**config.mk**
```make
export PLATFORM = sky130hd
export DESIGN_NAME = truth_table_sweeper
export DESIGN_NICKNAME = d
export VERILOG_FILES = /design/src/rtl/truth_table_sweeper.sv
export SDC_FILE = /design/constraint.sdc
export NUM_CORES = 1
export LEC_CHECK = 0
export ABC_AREA = 1
export BUFFER_PORTS_ARGS = -buffer_cell sky130_fd_sc_hd__buf_2
export CAP_MARGIN = 40
export CORE_UTILIZATION = 51
export CTS_CLUSTER_DIAMETER = 40
export DETAILED_ROUTE_END_ITERATION = 7
export GPL_TIMING_DRIVEN = 0
export PLACE_DENSITY_LB_ADDON = 0.15
export SLEW_MARGIN = 30
export SYNTH_ARGS = -nofsm -noshare
export SYNTH_HDL_FRONTEND = slang
export SYNTH_SLANG_ARGS = --single-unit
```
**constraint.sdc**
```tcl
create_clock -name clk -period 7.5 [get_ports clk]
set_input_delay 1.125 -clock clk [delete_from_list [all_inputs] [get_ports clk]]
set_output_delay 1.125 -clock clk [all_outputs]
set_load 0.02 [all_outputs]
```
**src/rtl/truth_table_sweeper.sv**
```systemverilog
// Sweeps all eight {A,B,C} vectors through an external combinational block and grades F against a golden table.
// Latency: (SETTLE+1) cycles per vector, 8*(SETTLE+1)+1 cycles from accepted start to the done pulse.
// No backpressure: start is ignored while busy, and abort cancels a running sweep at the next edge.
module truth_table_sweeper #(
  parameter logic [7:0]  EXPECTED = 8'hE2,
  parameter int unsigned SETTLE   = 2
) (
  input  logic       clk,
  input  logic       rst,
  input  logic       start,
  input  logic       abort,
  output logic       A,
  output logic       B,
  output logic       C,
  input  logic       F,
  output logic       busy,
  output logic       done,
  output logic       pass,
  output logic [7:0] fail_mask,
  output logic [3:0] fail_count,
  output logic [2:0] first_fail_idx
);

  typedef enum logic [1:0] {IDLE, HOLD, FINISH} state_t;

  localparam logic [3:0] SETTLE_V = 4'(SETTLE);

  state_t     state, state_nxt;
  logic [2:0] idx, idx_nxt;
  logic [3:0] cnt, cnt_nxt;
  logic [2:0] abc, abc_nxt;
  logic [7:0] scratch, scratch_nxt;
  logic       busy_nxt, done_nxt, pass_nxt;
  logic [7:0] fail_mask_nxt;
  logic [3:0] fail_count_nxt;
  logic [2:0] first_fail_nxt;

  assign {A, B, C} = abc;

  function automatic logic [3:0] popcount8(input logic [7:0] v);
    logic [3:0] n;
    n = '0;
    for (int i = 0; i < 8; i++) n = n + {3'b000, v[i]};
    return n;
  endfunction

  // Scanning from the top down leaves the lowest set bit; an empty mask yields 0.
  function automatic logic [2:0] lowest_set(input logic [7:0] v);
    logic [2:0] r;
    r = '0;
    for (int i = 7; i >= 0; i--) if (v[i]) r = 3'(i);
    return r;
  endfunction

  // Next-state and next-output logic; every register holds unless a case below changes it.
  always_comb begin
    state_nxt      = state;
    idx_nxt        = idx;
    cnt_nxt        = cnt;
    abc_nxt        = abc;
    scratch_nxt    = scratch;
    busy_nxt       = busy;
    done_nxt       = 1'b0;
    pass_nxt       = pass;
    fail_mask_nxt  = fail_mask;
    fail_count_nxt = fail_count;
    first_fail_nxt = first_fail_idx;
    case (state)
      IDLE: begin
        if (start) begin
          state_nxt   = HOLD;
          idx_nxt     = '0;
          abc_nxt     = '0;
          cnt_nxt     = SETTLE_V;
          busy_nxt    = 1'b1;
          scratch_nxt = '0;
        end
      end
      HOLD, FINISH: begin
        if (abort) begin
          // Cancel wins over everything, including a sample due on this edge.
          state_nxt      = IDLE;
          idx_nxt        = '0;
          cnt_nxt        = '0;
          abc_nxt        = '0;
          busy_nxt       = 1'b0;
          pass_nxt       = 1'b0;
          fail_mask_nxt  = '0;
          fail_count_nxt = '0;
          first_fail_nxt = '0;
        end else if (state == FINISH) begin
          state_nxt      = IDLE;
          abc_nxt        = '0;
          busy_nxt       = 1'b0;
          done_nxt       = 1'b1;
          fail_mask_nxt  = scratch;
          fail_count_nxt = popcount8(scratch);
          pass_nxt       = (scratch == 8'h00);
          first_fail_nxt = lowest_set(scratch);
        end else if (cnt != 4'd0) begin
          cnt_nxt = cnt - 4'd1;
        end else begin
          scratch_nxt[idx] = (F != EXPECTED[idx]);
          if (idx == 3'd7) begin
            state_nxt = FINISH;
          end else begin
            idx_nxt = idx + 3'd1;
            abc_nxt = idx + 3'd1;
            cnt_nxt = SETTLE_V;
          end
        end
      end
      default: state_nxt = IDLE;
    endcase
  end

  // State and datapath registers, cleared asynchronously by rst.
  always_ff @(posedge clk or posedge rst) begin
    if (rst) begin
      state          <= IDLE;
      idx            <= '0;
      cnt            <= '0;
      abc            <= '0;
      scratch        <= '0;
      busy           <= 1'b0;
      done           <= 1'b0;
      pass           <= 1'b0;
      fail_mask      <= '0;
      fail_count     <= '0;
      first_fail_idx <= '0;
    end else begin
      state          <= state_nxt;
      idx            <= idx_nxt;
      cnt            <= cnt_nxt;
      abc            <= abc_nxt;
      scratch        <= scratch_nxt;
      busy           <= busy_nxt;
      done           <= done_nxt;
      pass           <= pass_nxt;
      fail_mask      <= fail_mask_nxt;
      fail_count     <= fail_count_nxt;
      first_fail_idx <= first_fail_nxt;
    end
  end

endmodule
```
==> impl_metrics.json, run 1 <==
{
  "ctsResizeCount": 0,
  "n_fill_cell": 376,
  "cts_tree": "done",
  "start_kind": "register",
  "clockBufferDepth": 2,
  "hpwlAfterDp_mm": 3.423,
  "cp_common_cell": "fa_1",
  "hold_end": "fail_mask[3]$_DFFE_PP0P_",
  "grt_max_degree": 25,
  "setup_violations": 0,
  "grt_pass1_vias": 1644,
  "worstPathRequired_ns": 7.68,
  "ys_types": 31,
  "final-hold-violation-count": 0,
  "port_buffers": 25,
  "grt_antenna_before_repair": 0,
  "grt_pass1_wl_mm": 7.396,
  "synth_top_cell_by_area": "dfrtp_1",
  "max_freq_mhz": 328.3,
  "n_antenna_cell": 0,
  "yosys-top-cells-area": "dfrtp_1 42%, nand2_1 14%, ha_1 6.6%",
  "final.setup_skew_ns": 0.005902,
  "netlist_top_cells_count": "85 x nand2_1, 38 x dfrtp_1, 33 x inv_1",
  "synth-seq-cells": 38,
  "critical_path_class": "register to register",
  "grt_usage_pct": 21.86,
  "dieArea_um2": 4721,
  "finalPower_w": 0.0009562,
  "yosys_warnings": 0,
  "initial_utilization_pct": 54.77,
  "worstPathArrival_ns": 3.23,
  "rsz0062_at_grt": "no",
  "vias": 1851,
  "worstHoldStart": "fail_mask[3]$_DFFE_PP0P_",
  "rr_worst_depth": 10,
  "fin_hold_ws_ns": 0.4805,
  "routed_wl_mm": 4.529,
  "powerDensity_nw_per_um2": 364.6,
  "syn_to_final_growth_pct": 15.55,
  "place_ws_ns": 4.448,
  "post-cts-setup-buffers": 0,
  "worst_pin_slew_ns": 0.4222,
  "regToRegSetupSlack_ns": 4.45,
  "cts-htree-levels": 2,
  "reg2reg_from": "scratch[0]$_DFFE_PP0P_",
  "drv.max_cap_violation_count": 0,
  "die_height_um": 68.71,
  "crit_chain": "fa_1 > inv_1 > fa_1 > fa_1 > inv_1 > ha_1 > inv_1 > fa_1 > xor2_1 > o21ai_0",
  "setup_ws_ns": 4.454,
  "final_max_slew_viol_count": 0,
  "synth_ff_type": "dfrtp_1",
  "async_flop_share_pct": 100.0,
  "min_path_cells": 2,
  "fin_crit_sh_pct": 40.62,
  "rows": 23,
  "final.min_clock_period_ns": 3.046,
  "synth-seq-area-share_pct": 41.90,
  "r2r-end": "fail_count[2]$_DFFE_PP0P_",
  "vdd_ir_drop_max_mv": 0.1976,
  "hold_class": "register to register",
  "vias_per_cell": 5.085,
  "clk-insertion-delay-late_ns": 0.30,
  "netlist.area_leader.share_pct": 41.90,
  "drc": 0,
  "crit_path_max_fanout": 4,
  "cts.clk_slew.worst_paths_ns": 0.08,
  "tns_ns": 0,
  "netlist_area_um2": 2270,
  "synth_most_common_cell": "nand2_1",
  "place_congestion": 0.8069,
  "cts_root_buffer": "clkbuf_8",
  "drive_gt1_share_pct": 20.38,
  "clock-sinks": 38,
  "drtPass1Iterations": 4,
  "hold_buffers": 0,
  "nets": 334,
  "syn_nets": 301,
  "syn_area_per_cell_um2": 8.106,
  "cts_made_buffers": 5,
  "synth_edf_count": 0,
  "cp_slowest_cell": "fa_1",
  "post_drt_wl_per_cell_um": 12.44,
  "max_slew_margin_pct": 71.86,
  "leakage_nw": 1.403,
  "io_pins": 26,
  "dr.first_iter.drc_count": 96,
  "drtAntennaViolNets": 0,
  "die_w_um": 68.71,
  "slowest_delay_ns": 0.55,
  "cp-end-kind": "register",
  "grt_remaining_overflow": 0,
  "design.core.area_um2": 4144,
  "status": "finished, final reports clean",
  "syn_inst": 280
}
## kinds of logic (layout without fill, tap and decap cells)
logic type      after synthesis  after routing  share of synthesized area, %
xor+xnor                      2              2                        0.7719
buf+inv                      45             79                         8.654
simple gates                146            146                         29.93
fa+ha+maj                    16             16                         10.14
compound gates               33             33                         8.600
flops                        38             38                         41.90
## per-stage QoR
stage | utilization, % | cells | instance area [µm²]
6_report | 63.29 | 364 | 2623
5_1_grt | 63.29 | 364 | 2623
4_1_cts | 63.29 | 364 | 2623
3_5_place_dp | 59.96 | 356 | 2485
3_3_place_gp | 59.30 | 355 | 2457
2_1_floorplan | - | 280 | 2270
## flip-flops by register name, summed over array words and instances (netlist names)
register and count:
fail_mask 8, scratch 8, cnt 4, fail_count 4
abc 3, first_fail_idx 3, idx 3, state 2
busy 1, done 1, pass 1
## worst max-delay path: cells and delay by family, from the launching register on
family	cells	cell delay [ns]
buf+inv	3	0.19
xor+xnor	1	0.18
flops	1	0.44
fa+ha+maj	5	2.02
compound gates	1	0.11
## area by class of cell
class                           instances  area [µm²]  share of cell area (%)
Clock inverter                          3       68.82                   2.624
Sequential cell                        38       950.9                   36.26
Clock buffer                            5       68.82                   2.624
Buffer                                  8       57.56                   2.195
Tap cell                               50       62.56                   2.385
Inverter                               37       138.9                   5.296
Timing Repair Buffer                   26       152.6                   5.821
Multi-Input combinational cell        197        1122                   42.80
## worst max path at each step
stage,slack (ns),cells past startpoint,to,start
floorplan,4.68,10,fail_count[2]$_DFFE_PP0P_,scratch[0]$_DFFE_PP0P_
global placement,4.56,10,fail_count[2]$_DFFE_PP0P_,scratch[0]$_DFFE_PP0P_
detailed placement,4.45,10,fail_count[2]$_DFFE_PP0P_,scratch[0]$_DFFE_PP0P_
CTS,4.44,10,fail_count[2]$_DFFE_PP0P_,scratch[0]$_DFFE_PP0P_
global route,4.32,10,fail_count[2]$_DFFE_PP0P_,scratch[0]$_DFFE_PP0P_
finish,4.45,10,fail_count[2]$_DFFE_PP0P_,scratch[0]$_DFFE_PP0P_
## power by group
| part | switching, W | internal, W |
|---|---|---|
| Combinational | 0.000316 | 0.000166 |
| Sequential | 0.0000253 | 0.000240 |
| Clock | 0.0000757 | 0.000133 |
| Total | 0.000417 | 0.000539 |
## routing by layer
layer | up-vias | track usage, % | routed length, µm
met1 | 848 | 29.91 | 2242
met4 | 0 | 7.653 | 68
met5 | - | 0 | 0
met2 | 35 | 33.58 | 2014
met3 | 5 | 5.428 | 203
li1 | 963 | - | -
## layout by cell type (no fill, tap or decap), types with 4 or more instances in the layout
cell type and count:
ha_1 12, buf_2 28, nor2_1 15, clkbuf_8 5, inv_2 5, o21ai_0 17
nand4_1 12, inv_1 32, o21ai_1 7, nand2_1 85, fa_1 4, dfrtp_1 38
nand3_1 18
Note: power is estimated with default switching activity, not from simulation.
==> run 2: changes to the inputs <==
--- a/config.mk
+++ b/config.mk
@@ -5,7 +5,7 @@
 export SDC_FILE = /design/constraint.sdc
 export NUM_CORES = 1
 export LEC_CHECK = 0
-export ABC_AREA = 1
+export ABC_AREA = 0
 export BUFFER_PORTS_ARGS = -buffer_cell sky130_fd_sc_hd__buf_2
 export CAP_MARGIN = 40
 export CORE_UTILIZATION = 51
==> constraint.sdc (replaced) <==
create_clock -name clk -period 2.5 [get_ports clk]
set_input_delay 0.375 -clock clk [delete_from_list [all_inputs] [get_ports clk]]
set_output_delay 0.375 -clock clk [all_outputs]
set_load 0.02 [all_outputs]
==> impl_metrics.json, run 2 <==
{
  "status": "finished, violations left",
  "failed_checks": "setup timing",
  "synth_top_cell_by_area": "dfrtp_1",
  "n_antenna_cell": 0,
  "grt_pass1_vias": 1679,
  "drtPass1Iterations": 4,
  "yosys-top-cells-area": "dfrtp_1 43%, ha_1 6.7%, inv_1 4.7%",
  "worst-path-buf-inv": 3,
  "final.setup_skew_ns": 0.005547,
  "finalPower_w": 0.002393,
  "crit_chain": "fa_1 > inv_1 > fa_1 > fa_1 > inv_2 > ha_4 > inv_2 > fa_2 > o21ai_1",
  "clock-sinks": 38,
  "grt_use_met3_pct": 4.667,
  "post_drt_wl_per_cell_um": 14.58,
  "vdd_ir_drop_max_mv": 0.4602,
  "cts.clk_slew.worst_paths_ns": 0.08,
  "synth_top_family_by_area": "simple AND/OR/NAND/NOR gates",
  "final-hold-violation-count": 0,
  "yosys.area_share.simple_pct": 19.00,
  "io_pins": 26,
  "synth-adder-area-share_pct": 10.34,
  "syn_nets": 260,
  "leakage_nw": 1.227,
  "powerDensity_nw_per_um2": 928.9,
  "cts_tree": "done",
  "worstPathArrival_ns": 3.06,
  "synth_xor_area_share_pct": 1.180,
  "ys_types": 48,
  "die_height_um": 68.07,
  "cts_root_buffer": "clkbuf_8",
  "synth_compound_area_share_pct": 18.21,
  "dieArea_um2": 4633,
  "initial_utilization_pct": 54.47,
  "grt_antenna_before_repair": 0,
  "cts_made_buffers": 5,
  "place_congestion": 0.8648,
  "synth-seq-cells": 38,
  "cpLargestDelayFamily": "adder cells",
  "synth_most_common_cell": "dfrtp_1",
  "grt_pass1_wl_mm": 7.679,
  "drive_gt1_share_pct": 20.29,
  "synth_edf_count": 0,
  "muxShareOfSynthArea_pct": 1.967,
  "hold_buffers": 0,
  "cp_slowest_cell": "fa_1",
  "syn_to_final_growth_pct": 15.74,
  "rsz0062_at_grt": "yes",
  "async_flop_share_pct": 100.0,
  "hold_class": "primary input to asynchronous set/reset pin",
  "syn_area_per_cell_um2": 9.313,
  "busiest_layer": "met2",
  "setup_ws_ns": -0.3848,
  "cp_common_cell": "fa_1",
  "die_w_um": 68.07,
  "rows": 23,
  "top_regs": "fail_mask (8), scratch (8)",
  "critical_path_class": "register to register",
  "yosys_warnings": 0,
  "cts-htree-levels": 2,
  "design.core.area_um2": 4086,
  "final.min_clock_period_ns": 2.885,
  "syn_inst": 239,
  "netlist_top_cells_count": "38 x dfrtp_1, 28 x inv_1, 23 x nand2_1",
  "synth-seq-area-share_pct": 42.72,
  "use_met2_pct": 38.24,
  "clk-insertion-delay-late_ns": 0.29,
  "slowest_delay_ns": 0.54,
  "grt_remaining_overflow": 0,
  "drc": 0,
  "final_max_slew_viol_count": 0,
  "setup_violations": 4,
  "max_slew_margin_pct": 55.52,
  "n_fill_cell": 351,
  "routed_wl_mm": 4.754,
  "synth_ff_type": "dfrtp_1",
  "crit_path_max_fanout": 2,
  "worstPathRequired_ns": 2.67,
  "vias_per_cell": 5.564,
  "dr.first_iter.drc_count": 147,
  "nets": 296,
  "drtAntennaViolNets": 0,
  "port_buffers": 25,
  "grt_usage_pct": 22.49,
  "vias": 1814,
  "max_freq_mhz": 346.6,
  "drv.max_cap_violation_count": 0,
  "cp-end-kind": "register",
  "crit_start": "scratch[0]$_DFFE_PP0P_",
  "reg2reg_from": "scratch[0]$_DFFE_PP0P_",
  "clockBufferDepth": 2,
  "worst_pin_slew_ns": 0.6658,
  "layout_common_cells": "36 x dfrtp_1, 25 x inv_1, 25 x buf_2",
  "place_ws_ns": -0.4200,
  "met1_usage_pct": 27.42,
  "hpwlAfterDp_mm": 3.464,
  "start_kind": "register",
  "fin_crit_sh_pct": 115.4,
  "grt_max_degree": 24,
  "netlist_area_um2": 2226,
  "netlist.area_leader.share_pct": 42.72,
  "layout_commonest_cell": "dfrtp_1",
  "tns_ns": -1.053
}
run 2: final timing paths:
check                                            endpoint  slack, ns  cells past startpoint
worst min register to register  fail_count[2]$_DFFE_PP0P_       0.48                      2
max in group asynchronous              cnt[3]$_DFFE_PP0P_       2.02                      3
min in group clk                           done$_DFF_PP0_       0.32                      2
worst max-delay path            fail_count[1]$_DFFE_PP0P_      -0.38                      9
worst min-delay path             fail_mask[1]$_DFFE_PP0P_       0.04                      2
worst max register to register  fail_count[1]$_DFFE_PP0P_      -0.38                      9
run 2: power breakdown:
group	internal, W	switching [W]	total, W
clock network	0.000223	0.000223	0.000446
registers	0.000750	0.000118	0.000868
logic	0.000438	0.000641	0.00108
total	0.00141	0.000982	0.00239
run 2: layout make-up:
cell class | instances | area, µm² | area share (%)
buffer | 10 | 41.29 | 1.603
clock buffer | 7 | 86.33 | 3.351
clock inverter | 1 | 5.005 | 0.1943
inverter | 28 | 105.1 | 4.080
multi-input combinational | 163 | 1147 | 44.54
sequential | 38 | 953.4 | 37.01
tap | 50 | 62.56 | 2.428
timing repair buffer | 29 | 175.2 | 6.799
run 2: stage by stage:
step	hold WS, ns	instance area (µm²)	instances	utilization, %
after CTS	0.05811	2552	325	62.46
after global placement	0.4581	2416	314	59.12
after global routing	0.08217	2576	326	63.04
final	0.04266	2576	326	63.04
after detailed placement	0.3690	2444	315	59.80
after floorplan	0.4581	2228	239	-
run 2: worst reg2reg max path: cells and delay by family (launching register included):
kind,cells,cell delay [ns]
compound gates,1,0.07
fa+ha+maj,5,2.12
buf+inv,3,0.16
flops,1,0.43
run 2: metal layers:
metal | routed length, µm | vias up
met4 | 108 | 0
li1 | - | 914
met1 | 2150 | 841
met2 | 2314 | 48
met5 | 0 | -
met3 | 181 | 11
run 2: logic make-up after synthesis:
| group | Yosys count |
|---|---|
| multiplexers | 4 |
| adder cells (fa/ha/maj) | 16 |
| flip-flops | 38 |
| XOR/XNOR | 3 |
| AND/OR/NAND/NOR | 78 |
| AO/OA/AOI/OAI | 62 |
| buffers and inverters | 38 |
run 2: repair_timing:
item                                    4_1_cts  5_1_grt
pin swaps                                     0        2
buffers inserted                              2        1
endpoints found under the setup margin        4        4
resized for setup                             2        6
endpoints found under the hold margin         0        0
==> run 3: changes to the inputs <==
--- a/config.mk
+++ b/config.mk
@@ -13,6 +13,7 @@
 export DETAILED_ROUTE_END_ITERATION = 7
 export GPL_TIMING_DRIVEN = 0
 export PLACE_DENSITY_LB_ADDON = 0.15
+export SKIP_CTS_REPAIR_TIMING = 1
 export SLEW_MARGIN = 30
 export SYNTH_ARGS = -nofsm -noshare
 export SYNTH_HDL_FRONTEND = slang
==> constraint.sdc (replaced) <==
create_clock -name clk -period 2.5 [get_ports clk]
set_input_delay 0.5 -clock clk [delete_from_list [all_inputs] [get_ports clk]]
set_output_delay 0.5 -clock clk [all_outputs]
set_load 0.02 [all_outputs]
==> impl_metrics.json, run 3 (same netlist as run 2, synthesis figures left out) <==
{
  "status": "finished, violations left",
  "failed_checks": "setup timing",
  "syn_to_final_growth_pct": 15.40,
  "leakage_nw": 1.222,
  "worstPathRequired_ns": 2.67,
  "design.core.area_um2": 4086,
  "finish.instance_area_um2": 2569,
  "setup_violations": 4,
  "nets": 295,
  "dp_cells": 315,
  "final.setup_skew_ns": 0.004218,
  "drive_gt1_share_pct": 20.00,
  "fin_hold_ws_ns": 0.1711,
  "layout_commonest_cell": "dfrtp_1",
  "n_fill_cell": 351,
  "vdd_ir_drop_max_mv": 0.4632,
  "crit_start": "scratch[0]$_DFFE_PP0P_",
  "fin_crit_sh_pct": 115.3,
  "cts_root_buffer": "clkbuf_8",
  "grt_max_degree": 24,
  "hold_class": "primary input to asynchronous set/reset pin",
  "clock-sinks": 38,
  "final_max_slew_viol_count": 0,
  "rr_worst_depth": 9,
  "top_regs": "fail_mask (8), scratch (8)",
  "worst_pin_slew_ns": 0.6598,
  "cts_made_buffers": 5,
  "drc": 0,
  "grt_pass1_vias": 1661,
  "crit_path_max_fanout": 4,
  "critical_path_class": "register to register",
  "drv.max_cap_violation_count": 0,
  "grt_pass1_wl_mm": 7.638,
  "routed_wl_mm": 4.700,
  "die_w_um": 68.07,
  "place_congestion": 0.8648,
  "hpwlAfterDp_mm": 3.464,
  "cp-end-kind": "register",
  "grt_usage_pct": 22.32,
  "max_freq_mhz": 347.0,
  "final.min_clock_period_ns": 2.881,
  "dr.first_iter.drc_count": 157,
  "grt_antenna_before_repair": 0,
  "die_height_um": 68.07,
  "clockBufferDepth": 2,
  "setup_ws_ns": -0.3814,
  "cts_tree": "done",
  "cts-htree-levels": 2,
  "post_drt_wl_per_cell_um": 14.46,
  "port_buffers": 25,
  "drtAntennaViolNets": 0,
  "vias_per_cell": 5.572,
  "n_antenna_cell": 0,
  "tns_ns": -1.049,
  "initial_utilization_pct": 54.47,
  "powerDensity_nw_per_um2": 924.2,
  "dieArea_um2": 4633,
  "post_dp_cell_area_um2": 2444,
  "r2r-end": "fail_count[1]$_DFFE_PP0P_",
  "grt_remaining_overflow": 0,
  "layout_common_cells": "36 x dfrtp_1, 25 x inv_1, 25 x buf_2",
  "io_pins": 26,
  "regToRegSetupSlack_ns": -0.38,
  "start_kind": "register",
  "worstPathArrival_ns": 3.06,
  "final-hold-violation-count": 0,
  "max_slew_margin_pct": 55.93,
  "cts.clk_slew.worst_paths_ns": 0.08,
  "fin_util_pct": 62.86,
  "fin_cells": 325,
  "drtPass1Iterations": 4,
  "reg2reg_from": "scratch[0]$_DFFE_PP0P_",
  "clk-insertion-delay-late_ns": 0.29,
  "rsz0062_at_grt": "yes",
  "rows": 23,
  "vias": 1811
}
[run 3: through the flow]
| stage | total power, W | setup slack, ns |
|---|---|---|
| final | 0.002374 | -0.3814 |
| after global routing | 0.002552 | -0.4682 |
| after CTS | 0.002358 | -0.4395 |
| after detailed placement | 0.001904 | -0.4200 |
| after global placement | 0.001889 | -0.3813 |
| after floorplan | 0.001647 | -0.3014 |
[run 3: worst max path at each step]
stage | end | slack (ns)
2_1_floorplan | fail_count[1]$_DFFE_PP0P_ | -0.30
3_3_place_gp | fail_count[1]$_DFFE_PP0P_ | -0.38
3_5_place_dp | fail_count[1]$_DFFE_PP0P_ | -0.42
4_1_cts | fail_count[1]$_DFFE_PP0P_ | -0.44
5_1_grt | fail_count[1]$_DFFE_PP0P_ | -0.47
6_report | fail_count[1]$_DFFE_PP0P_ | -0.38
[run 3: per-layer routing]
| metal | vias to the layer above | global-route usage [%] | share of wire, % |
|---|---|---|---|
| met5 | - | 0 | 0 |
| met4 | 0 | 8.073 | 1.7 |
| met3 | 8 | 4.500 | 3.9 |
| met2 | 48 | 38.11 | 49 |
| met1 | 844 | 27.63 | 46 |
| li1 | 911 | - | - |
[run 3: area by class of cell]
| type | instances | area, µm² | area share (%) |
|---|---|---|---|
| Buffer | 10 | 41.29 | 1.607 |
| Clock buffer | 7 | 86.33 | 3.361 |
| Clock inverter | 1 | 5.005 | 0.1948 |
| Inverter | 28 | 105.1 | 4.092 |
| Multi-Input combinational cell | 163 | 1147 | 44.67 |
| Sequential cell | 38 | 953.4 | 37.12 |
| Tap cell | 50 | 62.56 | 2.435 |
| Timing Repair Buffer | 28 | 167.7 | 6.527 |
[run 3: critical path, cell delays in order (launching register included)]
cell and delay (ns):
dfrtp_2 0.44, fa_1 0.55, inv_1 0.05, fa_1 0.49, fa_1 0.42, inv_2 0.08, ha_4 0.13, inv_2 0.03
fa_2 0.51, o21ai_1 0.07
[run 3: report_power, final]
| part | switching [W] | internal [W] |
|---|---|---|
| logic | 0.000624 | 0.000430 |
| clock network | 0.000221 | 0.000223 |
| registers | 0.000126 | 0.000750 |
